## src/rtl/hdmi_mem_arbiter_pkg.sv

```systemverilog
// Shared types and widths for the HDMI sample-memory read arbiter.
package hdmi_pkg;

    localparam int RGB_W = 24;
    localparam int PCM_W = 16;

    typedef enum logic {
        VID_PRI = 1'b0,
        AUD_PRI = 1'b1
    } arb_state_t;

    // One in-flight read: whether a read was issued, and who issued it.
    typedef struct packed {
        logic valid;
        logic is_audio;
    } tag_t;

endpackage

```

## src/rtl/hdmi_mem_arbiter_if.sv

```systemverilog
// Requester and memory-side signals of the HDMI memory arbiter.
// slave is the arbiter's view, master is the view of the feeders plus memory.
import hdmi_pkg::*;

interface hdmi_mem_arbiter_if #(
    parameter int ADDR_W = 19
);
    logic              vid_req;
    logic [ADDR_W-1:0] vid_addr;
    logic              vid_gnt;
    logic [RGB_W-1:0]  vid_data;
    logic              vid_data_valid;
    logic              aud_req;
    logic [ADDR_W-1:0] aud_addr;
    logic              aud_gnt;
    logic [PCM_W-1:0]  aud_data;
    logic              aud_data_valid;
    logic              mem_rdy;
    logic              mem_req;
    logic [ADDR_W-1:0] mem_addr;
    logic [RGB_W-1:0]  mem_rdata;

    modport slave (
        input  vid_req, vid_addr, aud_req, aud_addr, mem_rdy, mem_rdata,
        output vid_gnt, vid_data, vid_data_valid,
        output aud_gnt, aud_data, aud_data_valid,
        output mem_req, mem_addr
    );

    modport master (
        output vid_req, vid_addr, aud_req, aud_addr, mem_rdy, mem_rdata,
        input  vid_gnt, vid_data, vid_data_valid,
        input  aud_gnt, aud_data, aud_data_valid,
        input  mem_req, mem_addr
    );
endinterface

```

## src/rtl/hdmi_mem_arbiter_tag_pipe.sv

```systemverilog
// RD_LAT-deep shift register of read tags; stage RD_LAT lines up with mem_rdata.
import hdmi_pkg::*;

module hdmi_tag_pipe #(
    parameter int RD_LAT = 2
) (
    input  logic clk,
    input  logic rst,
    input  tag_t tag_in,
    output tag_t tag_out
);
    tag_t stage [RD_LAT];

    // Shift every cycle; memory latency is fixed and independent of mem_rdy.
    always_ff @(posedge clk or posedge rst) begin
        if (rst) begin
            for (int i = 0; i < RD_LAT; i++) stage[i] <= '0;
        end else begin
            stage[0] <= tag_in;
            for (int i = 1; i < RD_LAT; i++) stage[i] <= stage[i-1];
        end
    end

    assign tag_out = stage[RD_LAT-1];
endmodule

```

## src/rtl/hdmi_mem_arbiter.sv

```systemverilog
// Video/audio read arbiter for the HDMI sample memory.
// Video has fixed priority; a starvation counter forces audio through after
// STARVE_MAX lost cycles. Optional statistics under HDMI_MEM_ARB_STATS_EN.
import hdmi_pkg::*;

module hdmi_mem_arbiter #(
    parameter int ADDR_W     = 19,
    parameter int RD_LAT     = 2,
    parameter int STARVE_MAX = 8
) (
    input  logic clk,
    input  logic rst,
    hdmi_mem_arbiter_if.slave bus
`ifdef HDMI_MEM_ARB_STATS_EN
    ,
    output logic [31:0] vid_grant_cnt,
    output logic [31:0] aud_grant_cnt,
    output logic [15:0] aud_force_cnt
`endif
);
    localparam int CNT_W = $clog2(STARVE_MAX + 1);
    localparam logic [CNT_W-1:0] STARVE_LIM = CNT_W'(STARVE_MAX);

    arb_state_t        state;
    logic [CNT_W-1:0]  starve_cnt;
    logic              vid_gnt;
    logic              aud_gnt;
    logic              force_entry;
    logic [ADDR_W-1:0] addr_sel;
    tag_t              tag_in;
    tag_t              tag_out;

    // Grant decision for the current cycle; nothing is granted while in reset.
    always_comb begin
        vid_gnt     = 1'b0;
        aud_gnt     = 1'b0;
        force_entry = 1'b0;
        if (!rst && bus.mem_rdy) begin
            if (state == AUD_PRI) begin
                aud_gnt = bus.aud_req;
                vid_gnt = bus.vid_req & ~bus.aud_req;
            end else begin
                vid_gnt = bus.vid_req;
                aud_gnt = bus.aud_req & ~bus.vid_req;
            end
        end
        if (state == VID_PRI && bus.aud_req && !aud_gnt && bus.mem_rdy && !rst)
            force_entry = ({1'b0, starve_cnt} + 1'b1) >= {1'b0, STARVE_LIM};
    end

    // Address mux; a non-granted cycle presents zero.
    always_comb begin
        addr_sel = '0;
        if (vid_gnt)      addr_sel = bus.vid_addr;
        else if (aud_gnt) addr_sel = bus.aud_addr;
    end

    assign bus.vid_gnt  = vid_gnt;
    assign bus.aud_gnt  = aud_gnt;
    assign bus.mem_req  = vid_gnt | aud_gnt;
    assign bus.mem_addr = addr_sel;

    // Priority FSM and saturating starvation counter.
    always_ff @(posedge clk or posedge rst) begin
        if (rst) begin
            state      <= VID_PRI;
            starve_cnt <= '0;
        end else begin
            case (state)
                VID_PRI: begin
                    if (aud_gnt) begin
                        starve_cnt <= '0;
                    end else if (force_entry) begin
                        starve_cnt <= STARVE_LIM;
                        state      <= AUD_PRI;
                    end else if (bus.aud_req && bus.mem_rdy) begin
                        starve_cnt <= starve_cnt + 1'b1;
                    end
                end
                AUD_PRI: begin
                    // A withdrawn audio request also drops the forced priority.
                    if (aud_gnt || !bus.aud_req) begin
                        starve_cnt <= '0;
                        state      <= VID_PRI;
                    end
                end
                default: begin
                    state      <= VID_PRI;
                    starve_cnt <= '0;
                end
            endcase
        end
    end

    assign tag_in = '{valid: vid_gnt | aud_gnt, is_audio: aud_gnt};

    hdmi_tag_pipe #(.RD_LAT(RD_LAT)) u_tag_pipe (
        .clk     (clk),
        .rst     (rst),
        .tag_in  (tag_in),
        .tag_out (tag_out)
    );

    // Capture returning data into the owner's register; hold otherwise.
    always_ff @(posedge clk or posedge rst) begin
        if (rst) begin
            bus.vid_data       <= '0;
            bus.aud_data       <= '0;
            bus.vid_data_valid <= 1'b0;
            bus.aud_data_valid <= 1'b0;
        end else begin
            bus.vid_data_valid <= tag_out.valid & ~tag_out.is_audio;
            bus.aud_data_valid <= tag_out.valid &  tag_out.is_audio;
            if (tag_out.valid && !tag_out.is_audio) bus.vid_data <= bus.mem_rdata;
            if (tag_out.valid &&  tag_out.is_audio) bus.aud_data <= bus.mem_rdata[PCM_W-1:0];
        end
    end

`ifdef HDMI_MEM_ARB_STATS_EN
    // Grant statistics; force count saturates, grant counts wrap.
    always_ff @(posedge clk or posedge rst) begin
        if (rst) begin
            vid_grant_cnt <= '0;
            aud_grant_cnt <= '0;
            aud_force_cnt <= '0;
        end else begin
            if (vid_gnt) vid_grant_cnt <= vid_grant_cnt + 32'd1;
            if (aud_gnt) aud_grant_cnt <= aud_grant_cnt + 32'd1;
            if (force_entry && aud_force_cnt != 16'hFFFF)
                aud_force_cnt <= aud_force_cnt + 16'd1;
        end
    end
`endif
endmodule

```

## src/flat_wrapper.sv

```systemverilog
// flat-port wrapper written by rule: the top's interface ports become plain ports
module hdmi_mem_arbiter_flat 
#(
    parameter int ADDR_W     = 19,
    parameter int RD_LAT     = 2,
    parameter int STARVE_MAX = 8
)
  (clk, rst, bus_vid_req, bus_vid_addr, bus_aud_req, bus_aud_addr, bus_mem_rdy, bus_mem_rdata, bus_vid_gnt, bus_vid_data, bus_vid_data_valid, bus_aud_gnt, bus_aud_data, bus_aud_data_valid, bus_mem_req, bus_mem_addr);
  hdmi_mem_arbiter_if #(.ADDR_W(ADDR_W)) bus_i ();
  input  logic clk;
  input  logic rst;
  input wire logic [$bits(bus_i.vid_req)-1:0] bus_vid_req;
  input wire logic [$bits(bus_i.vid_addr)-1:0] bus_vid_addr;
  input wire logic [$bits(bus_i.aud_req)-1:0] bus_aud_req;
  input wire logic [$bits(bus_i.aud_addr)-1:0] bus_aud_addr;
  input wire logic [$bits(bus_i.mem_rdy)-1:0] bus_mem_rdy;
  input wire logic [$bits(bus_i.mem_rdata)-1:0] bus_mem_rdata;
  output wire logic [$bits(bus_i.vid_gnt)-1:0] bus_vid_gnt;
  output wire logic [$bits(bus_i.vid_data)-1:0] bus_vid_data;
  output wire logic [$bits(bus_i.vid_data_valid)-1:0] bus_vid_data_valid;
  output wire logic [$bits(bus_i.aud_gnt)-1:0] bus_aud_gnt;
  output wire logic [$bits(bus_i.aud_data)-1:0] bus_aud_data;
  output wire logic [$bits(bus_i.aud_data_valid)-1:0] bus_aud_data_valid;
  output wire logic [$bits(bus_i.mem_req)-1:0] bus_mem_req;
  output wire logic [$bits(bus_i.mem_addr)-1:0] bus_mem_addr;
  assign bus_i.vid_req = bus_vid_req;
  assign bus_i.vid_addr = bus_vid_addr;
  assign bus_i.aud_req = bus_aud_req;
  assign bus_i.aud_addr = bus_aud_addr;
  assign bus_i.mem_rdy = bus_mem_rdy;
  assign bus_i.mem_rdata = bus_mem_rdata;
  assign bus_vid_gnt = bus_i.vid_gnt;
  assign bus_vid_data = bus_i.vid_data;
  assign bus_vid_data_valid = bus_i.vid_data_valid;
  assign bus_aud_gnt = bus_i.aud_gnt;
  assign bus_aud_data = bus_i.aud_data;
  assign bus_aud_data_valid = bus_i.aud_data_valid;
  assign bus_mem_req = bus_i.mem_req;
  assign bus_mem_addr = bus_i.mem_addr;
  hdmi_mem_arbiter #(.ADDR_W(ADDR_W), .RD_LAT(RD_LAT), .STARVE_MAX(STARVE_MAX)) u_core (.clk(clk), .rst(rst), .bus(bus_i));
endmodule
```

## config.mk

```make
export PLATFORM = sky130hd
export DESIGN_NAME = hdmi_mem_arbiter_flat
export DESIGN_NICKNAME = d
export VERILOG_FILES = /design/src/rtl/hdmi_mem_arbiter_pkg.sv /design/src/rtl/hdmi_mem_arbiter_if.sv /design/src/rtl/hdmi_mem_arbiter_tag_pipe.sv /design/src/rtl/hdmi_mem_arbiter.sv /design/src/flat_wrapper.sv
export SDC_FILE = /design/constraint.sdc
export NUM_CORES = 1
export LEC_CHECK = 0
export ABC_AREA = 1
export BUFFER_PORTS_ARGS = -buffer_cell sky130_fd_sc_hd__buf_2
export CORE_ASPECT_RATIO = 1.5
export CORE_UTILIZATION = 39
export CTS_CLUSTER_DIAMETER = 120
export DETAILED_ROUTE_END_ITERATION = 8
export GPL_TIMING_DRIVEN = 0
export PLACE_DENSITY = 0.75
export SETUP_SLACK_MARGIN = 0.4
export SLEW_MARGIN = 10
export SYNTH_ARGS = -nofsm -noshare
export SYNTH_HDL_FRONTEND = slang
export SYNTH_SLANG_ARGS = --single-unit
```

## constraint.sdc

```tcl
create_clock -name clk -period 3.5 [get_ports clk]
set_input_delay 1.05 -clock clk [delete_from_list [all_inputs] [get_ports clk]]
set_output_delay 1.05 -clock clk [all_outputs]
set_load 0.02 [all_outputs]
```

; Word level (Yosys, flattened, before mapping)
; Cells that the tools add are included.
[classes]
addsub = 2
magnitude_cmp = 1
eq_ne = 2
muxes = 16
bitwise_logic = 9
n_reduce_logical = 14
[op_table]
columns = op, n
row1 = $mux 19, 2
row2 = $mux 4, 4
row3 = $logic_and 1x1->1, 8
row4 = $mux 1, 8
row5 = $pmux 4 s2, 1
row6 = $add 4x1->5 const B, 1
row7 = $ge 5x4->1 const B, 1
row8 = $add 4x1->4 const B, 1
row9 = $and 1x1->1, 4
row10 = $logic_not 1->1, 4
row11 = $ne 4x2->1 const B, 1
row12 = $not 1->1, 4
row13 = $ne 2x2->1 const B, 1
row14 = $pmux 1 s2, 1
row15 = $reduce_and 2->1, 1
row16 = $logic_or 1x1->1, 1
row17 = $or 1x1->1, 1
[totals]
ff_bits = 51
in_bits = 67
out_inout_bits = 64

; Longest topological paths before layout
[depth]
ltp_word = 12
ltp_mapped = 7
ltp_nobuf = 7

; Hierarchy
; A second synthesis with hierarchy kept.
[unflattened]
cells_unflattened = 278
hier_area_um2 = 2321.0
[by_module_without_submodules]
columns = mod, n_inst, cells_each, area_each_um2, seq_area_each_um2
row1 = hdmi_mem_arbiter, 1, 271, 2202.1, 1176.1
row2 = hdmi_tag_pipe, 1, 7, 118.9, 100.1

; Worst setup path before layout
; No wires, ideal clock.
[synth_timing]
path_kind = input -> output
start = input port rst
end = output port bus_mem_addr[0]
arrival_time_ns = 2.547
required_time_ns = 2.450
path_slack_ns = -0.097
path_stages = 6
n_path_buf = 1
path_cell_list = inv_2 nand2_1 nor3_2 buf_4 nand2_1 nand2_1
[synth_lines]
columns = element, line
row1 = "start, declared", flat_wrapper.sv:11  ; input logic rst;
row2 = $logic_not 1->1, hdmi_mem_arbiter.sv:38  ; if (!rst && bus.mem_rdy) begin
row3 = $logic_and 1x1->1, hdmi_mem_arbiter.sv:38
row4 = $mux 1, hdmi_mem_arbiter.sv:38
row5 = via bus_vid_gnt, flat_wrapper.sv:18  ; output wire logic [$bits(bus_i.vid_gnt)-1:0] bus_vid_gnt;
row6 = $mux 19, hdmi_mem_arbiter.sv:54  ; if (vid_gnt) addr_sel = bus.vid_addr;
row7 = "end, declared", flat_wrapper.sv:25  ; output wire logic [$bits(bus_i.mem_addr)-1:0] bus_mem_addr;
; The timed path passes the listed nets, and every way through them passes these cells.

; Final worst setup path
[layout_timing]
start = input port bus_mem_rdy
end = output port bus_mem_addr[12]
[layout_between]
elab_chain_cells = 4
[layout_lines]
columns = element, line
row1 = "start, declared", flat_wrapper.sv:16  ; input wire logic [$bits(bus_i.mem_rdy)-1:0] bus_mem_rdy;
row2 = $logic_and 1x1->1 (*), hdmi_mem_arbiter.sv:38
row3 = $mux 1, hdmi_mem_arbiter.sv:38
row4 = $mux 19, hdmi_mem_arbiter.sv:55  ; else if (aud_gnt) addr_sel = bus.aud_addr;
row5 = $mux 19 (*), hdmi_mem_arbiter.sv:54
; Mark *: on every way between the ends. The rest lies on a longest branch, timed or not.

==> impl.org <==
** STA
- Slew @ Worst Pin :: 0.4375 ns
- Normalized max-slew margin :: 70.83%
- The worst path in the final design needs a cycle of 3.085 ns, including I/O delays and setup.
- Final worst path period share :: 88.15%
- Highest attainable clock frequency :: 324.1 MHz
- For the final database, setup skew stands at 0.004782 ns.
- Unrepaired setup endpoints after global routing :: true
- Max-slew violations :: 0
- Final setup viols :: 0
- The count of endpoints failing hold in the final timing report came to 0.
- Adding up every negative setup slack in the final design gives 0 ns.

** Drt
- Number of design-rule violations left by the first detailed-router iteration :: 162
- Vias per cell :: 4.687
- Across all layers, the routed design uses 2306 vias.
- In the final routed layout, each cell accounts on average for 11.84 µm.
- Wirelength, routed :: 5.827 mm
- Number of nets with antenna violations after detailed routing :: 0
- The first detailed-routing pass ran for 4 iterations.
- After detailed routing, the number of remaining DRC violations is 0.

** Setup path
- The critical path ends at bus_mem_addr[12].
- Along the worst path, the maximum fanout reaches 5.
- Req. time, crit path :: 2.45 ns
- For the worst flop-to-flop path, the logic depth is 8.
- Destination of the worst register-to-register timing path :: u_core.starve_cnt[2]
- In this run the critical register-to-register path is launched from u_core.state.
- The worst setup path is captured at an output port.
- The worst setup path is of the in -> out kind.
- Arrival time worst endpoint :: 2.04 ns
- Startpoint kind of the worst setup timing path :: primary input
- Slack of the worst reg-to-reg path :: 2.22 ns
- Start point of the critical path :: bus_mem_rdy

** Hold path
- The tightest min-delay check is of the reg -> reg type.

** Floorplanning
- In this run the core area contains 33 standard-cell rows.
- Area of the core region :: 5533 µm²
- Number of top-level design ports :: 131
- Starting Density :: 41.02%
- Horiz. Die Dim :: 64.29 µm
- Die H :: 95.43 µm
- Floorplan die area :: 6135 µm²

** Global route
- Total grt overflow :: 0
- Global routing used 19.46% of the available tracks.
- The first global-routing pass estimated 9.204 mm of wire.
- The number of global-route vias before repair was 2096.
- The initial antenna violation count is 0.
- Entering global routing, the biggest net connects 27 pins.

** Power
- Leak :: 1.981 nW
- Across the VDD grid, the largest voltage drop is 0.1863 mV.
- Pwr per Cell Area :: 502.5 nW/µm²

** Logic synthesis
- Cells after synthesis :: 276
- Yosys printed 0 warnings.
- The number of different library cells used by synthesis comes to 22.
- Mapped cell area :: 2270 µm²
- Of the synthesized area, sequential elements account for 56.23%.
- In this run the mean area of a mapped cell was 8.223 µm².
- Total nets after synthesis :: 345
- Counting flops and latches in the post-synthesis netlist gives 51.

** Clock network
- Clock tree synthesis selected as its root buffer the cell sky130_fd_sc_hd__clkbuf_8.
- For this design, the sink count on the clock tree is 51.
- Clock tree from TritonCTS :: done
- The clock tree synthesis step divided the H-tree into 2 levels.
- No sink is reached through more buffers than the 2 on the longest clock path.
- The clock reaches the later pin of the worst-skew pair after 0.30 ns.
- Clock-pin slew of the registers on the worst-case setup and hold paths :: 0.09 ns
- The number of clock buffers added by TritonCTS is 5.

** Run status
- Run status :: complete, no violations

** Placement
- Once placement finished, the instance area stood at 3020 µm².
- The HPWL after detailed placement is 4.169 mm.
- Total of buffers placed on input and output ports :: 130
- Final weighted congestion of routability-driven global placement :: 0.8142

** Layout
- The final layout contains 490 nets.
- Counting the fill cells in the layout gives 492.
- Area added between synthesis and finish :: 47.80%
- Number of antenna cells inserted :: 0
- Cells fill 60.63% of the core in the end.
- After routing the design area is 3354 µm².
- Ratio of cells with drive above 1 in the final layout :: 43.36%

** Job
- Max-Cap Viols :: 0
## state kept, by name, indices dropped and copies added, names as in the netlist
signal                     count
u_core.u_tag_pipe.stage        2
u_core.starve_cnt              4
u_core.state                   1
u_core.bus.aud_data_valid      1
u_core.bus.aud_data           16
u_core.u_tag_pipe.tag_out      2
u_core.bus.vid_data_valid      1
u_core.bus.vid_data           24
## cells by family (layout without fill, tap and decap cells)
kind of cell | Yosys count | count (layout) | synth area share, %
AND/OR/NAND/NOR | 149 | 149 | 26.79
flip-flops | 51 | 51 | 56.23
buffers and inverters | 38 | 184 | 7.497
AO/OA/AOI/OAI | 35 | 35 | 7.994
adder cells (fa/ha/maj) | 2 | 2 | 1.102
XOR/XNOR | 1 | 1 | 0.3860
## power by group
part	switching, mW	internal [mW]
registers	0.0760	0.714
clock network	0.194	0.162
logic	0.338	0.203
## Yosys cell counts (all sizes together)
library cell,instances,share of area (%)
inv,27,4.5
o21bai,1,0.33
o21ai,34,7.7
nand2,132,22
nand4,3,0.83
nand3,6,1.3
clkbuf,3,0.50
or2,1,0.28
nor3,1,0.44
xor2,1,0.39
buf,8,2.5
dfrtp,51,56
ha,2,1.1
nor2,6,1.5
## per-stage QoR
step           power [mW]  setup slack (ns)  cells  hold WS, ns
2_1_floorplan       1.115            0.4700    276       0.3312
3_3_place_gp        1.304            0.1040    476       0.3332
3_5_place_dp        1.318           0.09795    476       0.3372
4_1_cts             1.682            0.4042    488       0.3580
5_1_grt             1.797            0.3673    492       0.3646
6_report            1.686            0.4148    492       0.3550
## per-layer routing
layer / GRT usage [%] / part of all wire (%)
met4: 6.111 / 1.3
met2: 36.84 / 53
met1: 21.57 / 38
met3: 3.708 / 8.0
met5: 0 / 0
## worst max-delay path: stages
cell	delay, ns
sky130_fd_sc_hd__clkbuf_4	0.15
sky130_fd_sc_hd__nand2_8	0.06
sky130_fd_sc_hd__nor3_4	0.32
sky130_fd_sc_hd__buf_6	0.21
sky130_fd_sc_hd__nand2_2	0.06
sky130_fd_sc_hd__nand2_2	0.07
sky130_fd_sc_hd__buf_6	0.11
## worst min path at each step
stage	cells past startpoint	start	endpoint
2_1_floorplan	0	u_core.u_tag_pipe.stage[2]	u_core.u_tag_pipe.tag_out[0]
6_report	0	u_core.u_tag_pipe.stage[3]	u_core.u_tag_pipe.tag_out[1]
3_3_place_gp	0	u_core.u_tag_pipe.stage[2]	u_core.u_tag_pipe.tag_out[0]
4_1_cts	0	u_core.u_tag_pipe.stage[3]	u_core.u_tag_pipe.tag_out[1]
3_5_place_dp	0	u_core.u_tag_pipe.stage[3]	u_core.u_tag_pipe.tag_out[1]
5_1_grt	0	u_core.u_tag_pipe.stage[3]	u_core.u_tag_pipe.tag_out[1]
## cell type report
type                       count  area (µm²)  area share [%]
buffer                        11       76.32           2.275
tap                           70       87.58           2.611
timing repair buffer         136       780.7           23.27
multi-input combinational    187       903.4           26.93
sequential                    51        1276           38.05
clock inverter                 2       16.27          0.4849
clock buffer                   6       82.58           2.462
inverter                      27       113.9           3.394
timing repair inverter         2       17.52          0.5222
## cell usage in the layout (no fill, tap or decap), drive strengths merged
master / synthesis / layout
buf: 8 / 143
nand2: 132 / 132
dfrtp: 51 / 51
o21ai: 34 / 34
inv: 27 / 29
clkbuf: 3 / 10
nand3: 6 / 6
nor2: 6 / 6
nand4: 3 / 3
ha: 2 / 2
o21bai: 1 / 1
xor2: 1 / 1
nor3: 1 / 1
or2: 1 / 1
clkinv: 0 / 1
clkinvlp: 0 / 1
## what timing repair did
item                       CTS  global route
setup endpoints to repair   22            18
buffers inserted             1             3
cloned                       3             1
hold endpoints to repair     0             0
pin swaps                    1             8
hold buffers                 0             0
resized for setup            7            46
Power figures use the tool's default switching activity.
